<file path="src/rtl/dcache_wb_buffer_if.sv">
// Bus bundle between the D-cache side, the memory arbiter and the
// write-back buffer. The slave modport is the buffer's view; the master
// modport is the view of whatever drives the buffer (cache + memory side).
interface dcache_wb_buffer_if #(
    parameter int DEPTH = 4
);
    localparam int CW = $clog2(DEPTH) + 1;

    // Victim push from the cache fill path
    logic          evict_valid;
    logic [63:0]   evict_addr;
    logic [63:0]   evict_data;
    logic          evict_ready;

    // Load-miss search
    logic [63:0]   lookup_addr;
    logic          lookup_hit;
    logic [63:0]   lookup_data;

    // Memory side
    logic          mem_grant;
    logic [1:0]    proc2mem_command;
    logic [63:0]   proc2mem_addr;
    logic [63:0]   proc2mem_data;
    logic [3:0]    mem2proc_response;

    // Flush and status
    logic          flush_req;
    logic          flush_done;
    logic [CW-1:0] count;
    logic          empty;

    modport slave (
        input  evict_valid, evict_addr, evict_data, lookup_addr,
               mem_grant, mem2proc_response, flush_req,
        output evict_ready, lookup_hit, lookup_data, proc2mem_command,
               proc2mem_addr, proc2mem_data, flush_done, count, empty
    );

    modport master (
        output evict_valid, evict_addr, evict_data, lookup_addr,
               mem_grant, mem2proc_response, flush_req,
        input  evict_ready, lookup_hit, lookup_data, proc2mem_command,
               proc2mem_addr, proc2mem_data, flush_done, count, empty
    );
endinterface

</file>
<file path="src/rtl/dcache_wb_buffer.sv">
// D-cache write-back buffer: circular FIFO of dirty victim lines drained to
// memory as BUS_STORE commands on granted cycles, searchable by load misses,
// with a flush mode that drains everything and pulses flush_done once.
module dcache_wb_buffer #(
    parameter int DEPTH = 4
) (
    input  logic               clock,
    input  logic               reset,
    dcache_wb_buffer_if.slave  bus
);
    localparam int PW = $clog2(DEPTH);
    localparam int CW = PW + 1;

    localparam logic [1:0] BUS_NONE  = 2'd0;
    localparam logic [1:0] BUS_STORE = 2'd2;

    typedef enum logic {
        RUN   = 1'b0,
        FLUSH = 1'b1
    } state_t;

    state_t           state_reg;
    logic [PW-1:0]    head_ptr_reg;
    logic [PW-1:0]    tail_ptr_reg;
    logic [CW-1:0]    count_reg;
    logic [DEPTH-1:0] valid_reg;
    logic [63:3]      addr_reg [DEPTH];
    logic [63:0]      data_reg [DEPTH];

    logic             buf_empty;
    logic             ready_int;
    logic             push;
    logic             issue;
    logic             pop;
    logic [DEPTH-1:0] match;
    logic             hit_int;
    logic [63:0]      hit_data;
    logic [PW-1:0]    scan_idx;

    assign buf_empty = (count_reg == '0);
    // No bypass: space freed by a pop only becomes usable after the edge.
    assign ready_int = (count_reg < CW'(DEPTH)) && (state_reg == RUN);
    assign push      = bus.evict_valid && ready_int;
    // Command is driven in the granted cycle itself, no extra stage.
    assign issue     = !buf_empty && bus.mem_grant && !reset;
    assign pop       = issue && (bus.mem2proc_response != 4'd0);

    // Per-entry address compare on line granularity
    for (genvar gi = 0; gi < DEPTH; gi++) begin : g_match
        assign match[gi] = valid_reg[gi] &&
                           (addr_reg[gi] == bus.lookup_addr[63:3]);
    end

    // Walk oldest to youngest so the youngest matching entry wins
    always_comb begin
        hit_int  = 1'b0;
        hit_data = '0;
        scan_idx = '0;
        for (int i = 0; i < DEPTH; i++) begin
            scan_idx = head_ptr_reg + PW'(i);
            if (match[scan_idx]) begin
                hit_int  = 1'b1;
                hit_data = data_reg[scan_idx];
            end
        end
    end

    // Flush-mode FSM; leaves FLUSH the cycle the buffer is seen empty
    always_ff @(posedge clock) begin
        if (reset) begin
            state_reg <= RUN;
        end else begin
            case (state_reg)
                RUN:     if (bus.flush_req) state_reg <= FLUSH;
                FLUSH:   if (buf_empty)     state_reg <= RUN;
                default: state_reg <= RUN;
            endcase
        end
    end

    // Pointers, occupancy and valid bits
    always_ff @(posedge clock) begin
        if (reset) begin
            head_ptr_reg <= '0;
            tail_ptr_reg <= '0;
            count_reg    <= '0;
            valid_reg    <= '0;
        end else begin
            if (pop) begin
                valid_reg[head_ptr_reg] <= 1'b0;
                head_ptr_reg            <= head_ptr_reg + PW'(1);
            end
            if (push) begin
                valid_reg[tail_ptr_reg] <= 1'b1;
                tail_ptr_reg            <= tail_ptr_reg + PW'(1);
            end
            if (push && !pop) begin
                count_reg <= count_reg + CW'(1);
            end else if (pop && !push) begin
                count_reg <= count_reg - CW'(1);
            end
        end
    end

    // Line payload storage; contents are qualified by valid_reg
    always_ff @(posedge clock) begin
        if (push) begin
            addr_reg[tail_ptr_reg] <= bus.evict_addr[63:3];
            data_reg[tail_ptr_reg] <= bus.evict_data;
        end
    end

    assign bus.evict_ready      = ready_int;
    assign bus.lookup_hit       = hit_int;
    assign bus.lookup_data      = hit_data;
    assign bus.proc2mem_command = issue ? BUS_STORE : BUS_NONE;
    assign bus.proc2mem_addr    = issue ? {addr_reg[head_ptr_reg], 3'b000} : 64'd0;
    assign bus.proc2mem_data    = issue ? data_reg[head_ptr_reg] : 64'd0;
    assign bus.flush_done       = (state_reg == FLUSH) && buf_empty && !reset;
    assign bus.count            = count_reg;
    assign bus.empty            = buf_empty;
endmodule
</file>
<file path="src/flat_wrapper.sv">
// flat-port wrapper written by rule: the top's interface ports become plain ports
module dcache_wb_buffer_flat 
#(
    parameter int DEPTH = 4
)
  (clock, reset, bus_evict_valid, bus_evict_addr, bus_evict_data, bus_lookup_addr, bus_mem_grant, bus_mem2proc_response, bus_flush_req, bus_evict_ready, bus_lookup_hit, bus_lookup_data, bus_proc2mem_command, bus_proc2mem_addr, bus_proc2mem_data, bus_flush_done, bus_count, bus_empty);
  dcache_wb_buffer_if #(.DEPTH(DEPTH)) bus_i ();
  input  logic clock;
  input  logic reset;
  input wire logic [$bits(bus_i.evict_valid)-1:0] bus_evict_valid;
  input wire logic [$bits(bus_i.evict_addr)-1:0] bus_evict_addr;
  input wire logic [$bits(bus_i.evict_data)-1:0] bus_evict_data;
  input wire logic [$bits(bus_i.lookup_addr)-1:0] bus_lookup_addr;
  input wire logic [$bits(bus_i.mem_grant)-1:0] bus_mem_grant;
  input wire logic [$bits(bus_i.mem2proc_response)-1:0] bus_mem2proc_response;
  input wire logic [$bits(bus_i.flush_req)-1:0] bus_flush_req;
  output wire logic [$bits(bus_i.evict_ready)-1:0] bus_evict_ready;
  output wire logic [$bits(bus_i.lookup_hit)-1:0] bus_lookup_hit;
  output wire logic [$bits(bus_i.lookup_data)-1:0] bus_lookup_data;
  output wire logic [$bits(bus_i.proc2mem_command)-1:0] bus_proc2mem_command;
  output wire logic [$bits(bus_i.proc2mem_addr)-1:0] bus_proc2mem_addr;
  output wire logic [$bits(bus_i.proc2mem_data)-1:0] bus_proc2mem_data;
  output wire logic [$bits(bus_i.flush_done)-1:0] bus_flush_done;
  output wire logic [$bits(bus_i.count)-1:0] bus_count;
  output wire logic [$bits(bus_i.empty)-1:0] bus_empty;
  assign bus_i.evict_valid = bus_evict_valid;
  assign bus_i.evict_addr = bus_evict_addr;
  assign bus_i.evict_data = bus_evict_data;
  assign bus_i.lookup_addr = bus_lookup_addr;
  assign bus_i.mem_grant = bus_mem_grant;
  assign bus_i.mem2proc_response = bus_mem2proc_response;
  assign bus_i.flush_req = bus_flush_req;
  assign bus_evict_ready = bus_i.evict_ready;
  assign bus_lookup_hit = bus_i.lookup_hit;
  assign bus_lookup_data = bus_i.lookup_data;
  assign bus_proc2mem_command = bus_i.proc2mem_command;
  assign bus_proc2mem_addr = bus_i.proc2mem_addr;
  assign bus_proc2mem_data = bus_i.proc2mem_data;
  assign bus_flush_done = bus_i.flush_done;
  assign bus_count = bus_i.count;
  assign bus_empty = bus_i.empty;
  dcache_wb_buffer #(.DEPTH(DEPTH)) u_core (.clock(clock), .reset(reset), .bus(bus_i));
endmodule
</file>
<file path="config.mk">
export PLATFORM = sky130hd
export DESIGN_NAME = dcache_wb_buffer_flat
export DESIGN_NICKNAME = d
export VERILOG_FILES = /design/src/rtl/dcache_wb_buffer_if.sv /design/src/rtl/dcache_wb_buffer.sv /design/src/flat_wrapper.sv
export SDC_FILE = /design/constraint.sdc
export NUM_CORES = 1
export LEC_CHECK = 0
export CORE_MARGIN = 4
export CORE_UTILIZATION = 30
export DETAILED_ROUTE_END_ITERATION = 12
export GPL_TIMING_DRIVEN = 0
export HOLD_SLACK_MARGIN = 0.03
export PLACE_DENSITY = 0.5
export SYNTH_ARGS = -nofsm -noshare
export SYNTH_HDL_FRONTEND = slang
export SYNTH_SLANG_ARGS = --single-unit
export TNS_END_PERCENT = 100
</file>
<file path="constraint.sdc">
create_clock -name clock -period 13.3 [get_ports clock]
set_clock_uncertainty 0.15 [all_clocks]
set_input_delay 2.66 -clock clock [delete_from_list [all_inputs] [get_ports clock]]
set_output_delay 2.66 -clock clock [all_outputs]
set_load 0.02 [all_outputs]
</file>
==> results of run 1 <==
-- placed cells by master (no fill, tap or decap), drive strengths merged, types with 73 or more instances in the layout --
master / instances
inv: 100
clkdlybuf4s50: 389
xor2: 129
o21ai: 130
clkbuf: 147
mux4: 189
and2: 126
edfxtp: 500
nand3: 73
buf: 93
nand2: 140
-- power by group through the flow --
stage / clock network [mW] / logic [mW] / registers (mW)
global route: 1.84 / 1.72 / 2.06
global placement: 0 / 1.59 / 2.12
detailed placement: 0 / 1.62 / 2.08
CTS: 1.76 / 1.63 / 2.05
floorplan: 0 / 0.922 / 2.07
finish: 1.73 / 1.62 / 2.05
-- routing by layer --
metal / track usage (%) / wire [um]
met5: 0 / 104
met4: 5.436 / 3020
met3: 5.368 / 9443
met2: 39.05 / 58440
met1: 28.09 / 46540
-- critical path: stages --
cell and delay (ns):
sky130_fd_sc_hd__clkdlybuf4s50_1 0.65, sky130_fd_sc_hd__xor2_1 0.25, sky130_fd_sc_hd__nor4_1 0.83, sky130_fd_sc_hd__nand4_1 0.48, sky130_fd_sc_hd__nor4_4 0.53, sky130_fd_sc_hd__nand4_1 0.21, sky130_fd_sc_hd__o2111ai_2 0.47, sky130_fd_sc_hd__buf_2 0.39
sky130_fd_sc_hd__a211oi_1 0.11, sky130_fd_sc_hd__a222oi_1 0.61, sky130_fd_sc_hd__clkdlybuf4s50_1 0.74
-- kinds of logic after synthesis --
logic type	after synthesis	share of synthesized area (%)
flip-flops	514	53.21
XOR/XNOR	184	5.607
adder cells (fa/ha/maj)	10	0.4614
buffers and inverters	256	3.752
multiplexers	318	19.58
AO/OA/AOI/OAI	315	7.870
AND/OR/NAND/NOR	502	9.507
other	1	0.01305
-- worst max path at each step --
stage                              from                    end  slack [ns]  cells after the start
floorplan           bus_lookup_addr[44]    bus_lookup_data[63]        5.43                      9
global placement                  reset  bus_proc2mem_addr[48]        2.06                      6
detailed placement  bus_lookup_addr[13]    bus_lookup_data[42]        2.63                     11
CTS                 bus_lookup_addr[13]    bus_lookup_data[42]        2.63                     11
global route        bus_lookup_addr[29]    bus_lookup_data[62]        2.38                     11
finish              bus_lookup_addr[29]    bus_lookup_data[62]        2.51                     11
-- final cells by class --
type	instances	area (um2)
clock buffers	70	1539
clock inverters	43	555.5
diodes	10	25.02
inverters	99	371.6
repair buffers	402	4220
fillers	9029	58310
plain buffers	157	708.2
multi-input cells	1333	12410
well taps	1265	1583
flip-flops and latches	514	15290
-- metrics by stage --
stage | instance area [um2] | worst slack, ns
6_report | 36700 | 2.509
5_1_grt | 36680 | 2.379
4_1_cts | 36680 | 2.629
3_5_place_dp | 34580 | 2.633
3_3_place_gp | 34230 | 2.059
2_1_floorplan | 28760 | 5.431
==> impl_metrics.csv, run 1 <==
group,metric,value,unit
power_and_ir_drop,powerDensity,147.1,nW/um2
drt,routed_wirelength,117500,um
layout,number_of_flip_flops_under_the_largest_register_name,256,
power_and_ir_drop,post-layout-total-power,5.398,mW
drt,drt_pre_antenna_iters,8,
global_route,wire_length_of_the_first_global_routing_pass,165100,um
clock_network,post_cts_resized,0,
clock_network,cts.repair_timing.setup_buffer_count,0,
yosys,async_reset_ff_share,0,%
power_and_ir_drop,power.share.combinational,30.0,%
power_and_ir_drop,internal_power,3.643,mW
yosys,synthCells,2100,
layout,fin_nets,2778,
clock_network,hold_buffers,0,
die,die-area,100800,um2
clock_network,htreeDepth,2,
yosys,synth_ff_type,"sky130_fd_sc_hd__edfxtp_1",
timing,holdWs,0.3657,ns
timing,f_max,92.67,MHz
clock_network,cts_tree,"yes",
power_and_ir_drop,ir_worst_vdd,97.18,uV
timing,grt_setup_unrepaired,"false",
die,die_height,317.5,um
layout,final_core_utilization,38.63,%
timing,min_period_over_period,81.14,%
hold_path,worstHoldStart,"u_core.valid_reg[3]",
yosys,library_cells_used_by_synthesis,54,
yosys,netlist_top_cells_count,"sky130_fd_sc_hd__edfxtp_1, sky130_fd_sc_hd__mux4_2, sky130_fd_sc_hd__nand2_1",
yosys,post_synth_instance_area,28740,um2
clock_network,clock_pin_slew_worst_setup_and_hold_paths,0.06,ns
yosys,ys_ff_latch,514,
yosys,cells_taking_the_most_area_after_synthesis,"sky130_fd_sc_hd__edfxtp_1, sky130_fd_sc_hd__mux4_2, sky130_fd_sc_hd__xor2_1, sky130_fd_sc_hd__and2_1, sky130_fd_sc_hd__mux2_2",
global_route,number_of_global_route_vias_before_repair,21960,
hold_path,min_path_type,"reg -> reg",
worst_setup_path,rr_startpoint,"u_core.head_ptr_reg[0]",
yosys,synth_enable_flop_cells,500,
clock_network,clock_tree.buffer_depth,3,
timing,fin_setup_tns,0,ns
hold_path,worst_hold_path.endpoint,"u_core.valid_reg[3]",
yosys,synth_sequential_area_ratio,53.21,%
clock_network,cts_sinks,514,
power_and_ir_drop,static-leakage-power,11.49,nW
worst_setup_path,r2r.worst_path.cells,9,
worst_setup_path,critical_path_arrival,7.98,ns
worst_setup_path,timing_worst_setup_path_type,"in -> out",
global_route,grt_antenna_before_repair,15,
clock_network,root_buffer,"sky130_fd_sc_hd__clkbuf_16",
die,num_io_pins,402,
die,row_count,113,
layout,drive_gt1_share,15.97,%
die,fp.dieW,317.5,um
yosys,synthDominantCellAreaShare,52.24,%
drt,avgViaCountPerCell,5.524,
power_and_ir_drop,share_seq_of_total_power,38.0,%
clock_network,source_to_sink_clock_delay_at_the_later_pin_of_the_worst_skew_pair,0.64,ns
power_and_ir_drop,power.switching_fraction,32.51,%
status,status,"complete, no violations",
yosys,yosys.area.top_type,"sky130_fd_sc_hd__edfxtp_1",
timing,worst_slew_pin_slew,1.396,ns
worst_setup_path,worst-endpoint-required,10.49,ns
drt,detailroute.via_count,21510,
global_route,grt_util_all_layers,22.40,%
yosys,synth.most_common_cell,"sky130_fd_sc_hd__edfxtp_1",
place,finalWeightedCongestion,0.9097,
timing,finalSetupViolCount,0,
layout,stdcell_count,3893,
hold_path,worstHoldPathCells,2,
timing,hold_violations,0,
worst_setup_path,cp-start-kind,"input pin",
yosys,yosys_warnings,0,
place,place_hpwl,86480,um
yosys,post_synth.cell_area_avg,13.69,um2
worst_setup_path,timing.critical_path.to_type,"output pin",
clock_network,tritoncts.num_buffers,60,
worst_setup_path,path_max_fanout,10,
drt,drc_errors,0,
power_and_ir_drop,switching_power,1.755,mW
drt,ant_nets,0,
global_route,globalRouteOverflowTotal,0,
die,design.core.area,95010,um2
drt,drt_iter0_markers,2447,
place,placed_cells,3770,
timing,slew_headroom,6.927,%
global_route,grt_max_degree,46,
drt,post_drt_wl_per_cell,30.19,um
die,start_util,30.25,%
flow_run,drv_cap,0,
place,portBuffers,389,
layout,area_delta_synth_final,27.69,%
worst_setup_path,reg_to_reg_setup_timing_slack,9.05,ns
timing,min_clock_period_post_route,10.79,ns
power_and_ir_drop,clock_power_share,32.0,%
timing,finalMaxSlewViolations,0,
(Power assumes the default switching activity.)
==> inputs of run 2 (changes only) <==
- clock period: 13.3 -> 11.3 ns (I/O delays scaled with it)
==> results of run 2 <==
The final DEF is identical to that of run 1. Status: complete, no violations.
Main changes from that run: setup slack after placement 2.633 ns -> 1.433 ns; setup slack after layout 2.509 ns -> 1.309 ns; register-to-register setup slack 9.05 ns -> 7.05 ns; total power 5.398 mW -> 6.354 mW; worst IR drop on VDD 97.18 uV -> 114.4 uV
==> inputs of run 3 (changes only) <==
- CAP_MARGIN: default -> 30
- SETUP_SLACK_MARGIN: default -> 0.05
==> impl_metrics.csv, run 3 (synthesized netlist as in run 1, its figures left out) <==
group,metric,value,unit
global_route,grt_util_all_layers,22.47,%
worst_setup_path,timing.critical_path.to_type,"output pin",
worst_setup_path,worstSetupStartpoint,"bus_lookup_addr[29]",
clock_network,root_buffer,"sky130_fd_sc_hd__clkbuf_16",
power_and_ir_drop,powerDensity,169.0,nW/um2
die,design.core.area,95010,um2
clock_network,tritoncts.num_buffers,61,
status,status,"complete, no violations",
layout,area_delta_synth_final,28.11,%
clock_network,post_cts_resized,0,
hold_path,worstHoldPathCells,2,
timing,finalMaxSlewViolations,0,
place,finalWeightedCongestion,0.9097,
timing,hold_violations,0,
die,num_io_pins,402,
timing,min_period_over_period,88.88,%
clock_network,cts_sinks,514,
timing,fin_setup_tns,0,ns
layout,fin_nets,2801,
power_and_ir_drop,static-leakage-power,11.56,nW
clock_network,cts.repair_timing.setup_buffer_count,0,
die,fp.dieW,317.5,um
timing,grt_setup_unrepaired,"false",
hold_path,worstHoldStart,"u_core.valid_reg[3]",
global_route,globalRouteOverflowTotal,0,
timing,f_max,99.57,MHz
layout,most-common-layout-cells,"sky130_fd_sc_hd__edfxtp_1, sky130_fd_sc_hd__clkdlybuf4s50_1, sky130_fd_sc_hd__mux4_2",
global_route,grt_antenna_before_repair,16,
worst_setup_path,worst-endpoint-required,8.89,ns
worst_setup_path,critical_path.max_stage_delay,0.88,ns
worst_setup_path,crit_chain,"clkdlybuf4s50_1, xor2_1, nor4_1, nand4_1, nor4_4, nand4_1, o2111ai_2, buf_2, a211oi_1, a222oi_1, clkdlybuf4s50_1",
global_route,number_of_global_route_vias_before_repair,22200,
clock_network,htreeDepth,2,
worst_setup_path,critical_path_arrival,7.63,ns
layout,drive_gt1_share,16.10,%
layout,final_core_utilization,38.76,%
worst_setup_path,timing_worst_setup_path_type,"in -> out",
drt,post_drt_wl_per_cell,30.04,um
timing,holdWs,0.3584,ns
worst_setup_path,critical_path.slowest_cell,"sky130_fd_sc_hd__nor4_1",
drt,drc_errors,0,
clock_network,hold_buffers,0,
layout,sequential_cell_area,15290,um2
drt,detailroute.via_count,21730,
drt,routed_wirelength,117700,um
worst_setup_path,worst-path-buf-inv,3,
die,die-area,100800,um2
clock_network,clock_tree.buffer_depth,3,
layout,number_of_flip_flops_under_the_largest_register_name,256,
die,row_count,113,
power_and_ir_drop,ir_worst_vdd,117.6,uV
drt,avgViaCountPerCell,5.547,
place,portBuffers,389,
timing,worst_slew_pin_slew,0.9762,ns
worst_setup_path,cell_family_contributing_the_most_delay_on_the_critical_path,"simple AND/OR/NAND/NOR gates",
drt,ant_nets,0,
die,start_util,30.25,%
layout,stdcell_count,3917,
global_route,grt_max_degree,46,
timing,finalSetupViolCount,0,
layout,layout.filler_cells,9040,
clock_network,clock_pin_slew_worst_setup_and_hold_paths,0.06,ns
timing,slew_headroom,34.92,%
place,place_hpwl,87810,um
worst_setup_path,cp-start-kind,"input pin",
timing,min_clock_period_post_route,10.04,ns
flow_run,drv_cap,0,
hold_path,min_path_type,"reg -> reg",
clock_network,source_to_sink_clock_delay_at_the_later_pin_of_the_worst_skew_pair,0.64,ns
die,die_height,317.5,um
worst_setup_path,rr_startpoint,"u_core.head_ptr_reg[0]",
drt,drt_pre_antenna_iters,6,
worst_setup_path,r2r.worst_path.cells,9,
layout,multiInputGateArea,12410,um2
place,placed_cells,3791,
global_route,wire_length_of_the_first_global_routing_pass,165600,um
drt,drt_iter0_markers,2472,
clock_network,cts_tree,"yes",
worst_setup_path,worstSetupPathDepth,11,
worst_setup_path,path_max_fanout,10,
layout,leading_cell_type_in_the_layout_fill_and_taps_excluded,"sky130_fd_sc_hd__edfxtp_1",
==> run 3: cell count changes in the layout (fill, tap and decap cells not counted), sizes merged <==
cell / change
bufinv: -8
diode: +3
clkinvlp: -7
clkinv: -2
clkbuf: +17
buf: +21
==> run 3: area by class of cell <==
class / count / share of cell area [%]
inverter: 99 / 1.009
antenna: 13 / 0.08835
buffer: 157 / 1.923
timing repair buffer: 424 / 12.36
clock inverter: 26 / 0.6354
tap: 1265 / 4.298
sequential: 514 / 41.54
multi-input combinational: 1333 / 33.69
clock buffer: 86 / 4.455
==> run 3: metrics by stage <==
step	setup WS (ns)	cell area [um2]	total power, mW
6_report	1.257	36820	6.224
5_1_grt	1.222	36800	6.498
4_1_cts	1.453	36780	6.278
3_5_place_dp	1.465	34910	4.411
3_3_place_gp	0.8587	34230	4.361
2_1_floorplan	4.231	28760	3.521
==> run 3: layer usage <==
metal | wire [um] | global-route usage [%] | up-vias
li1 | - | - | 9241
met1 | 46010 | 28.39 | 11170
met2 | 58480 | 38.81 | 1141
met3 | 9991 | 5.081 | 161
met4 | 3148 | 6.132 | 10
met5 | 57 | 0 | -
==> run 3: power breakdown <==
group          internal, mW  leakage, nW  switching, mW
registers              2.30         4.67          0.114
logic                 0.820         5.99           1.14
clock network          1.06        0.907          0.797
total                  4.18         11.6           2.05
==> run 3: final timing paths <==
path	end	slack, ns
setup reg to reg	flop	6.97
hold / removal	u_core.valid_reg[3]	0.36
setup / recovery	bus_lookup_data[62]	1.26
hold reg to reg	u_core.valid_reg[3]	0.36
==> run 3: worst min-delay path, cell delays in order, from the launching register on <==
cell	delay, ns
sky130_fd_sc_hd__dfxtp_1	0.34
sky130_fd_sc_hd__a21oi_1	0.06
sky130_fd_sc_hd__nor2_1	0.07
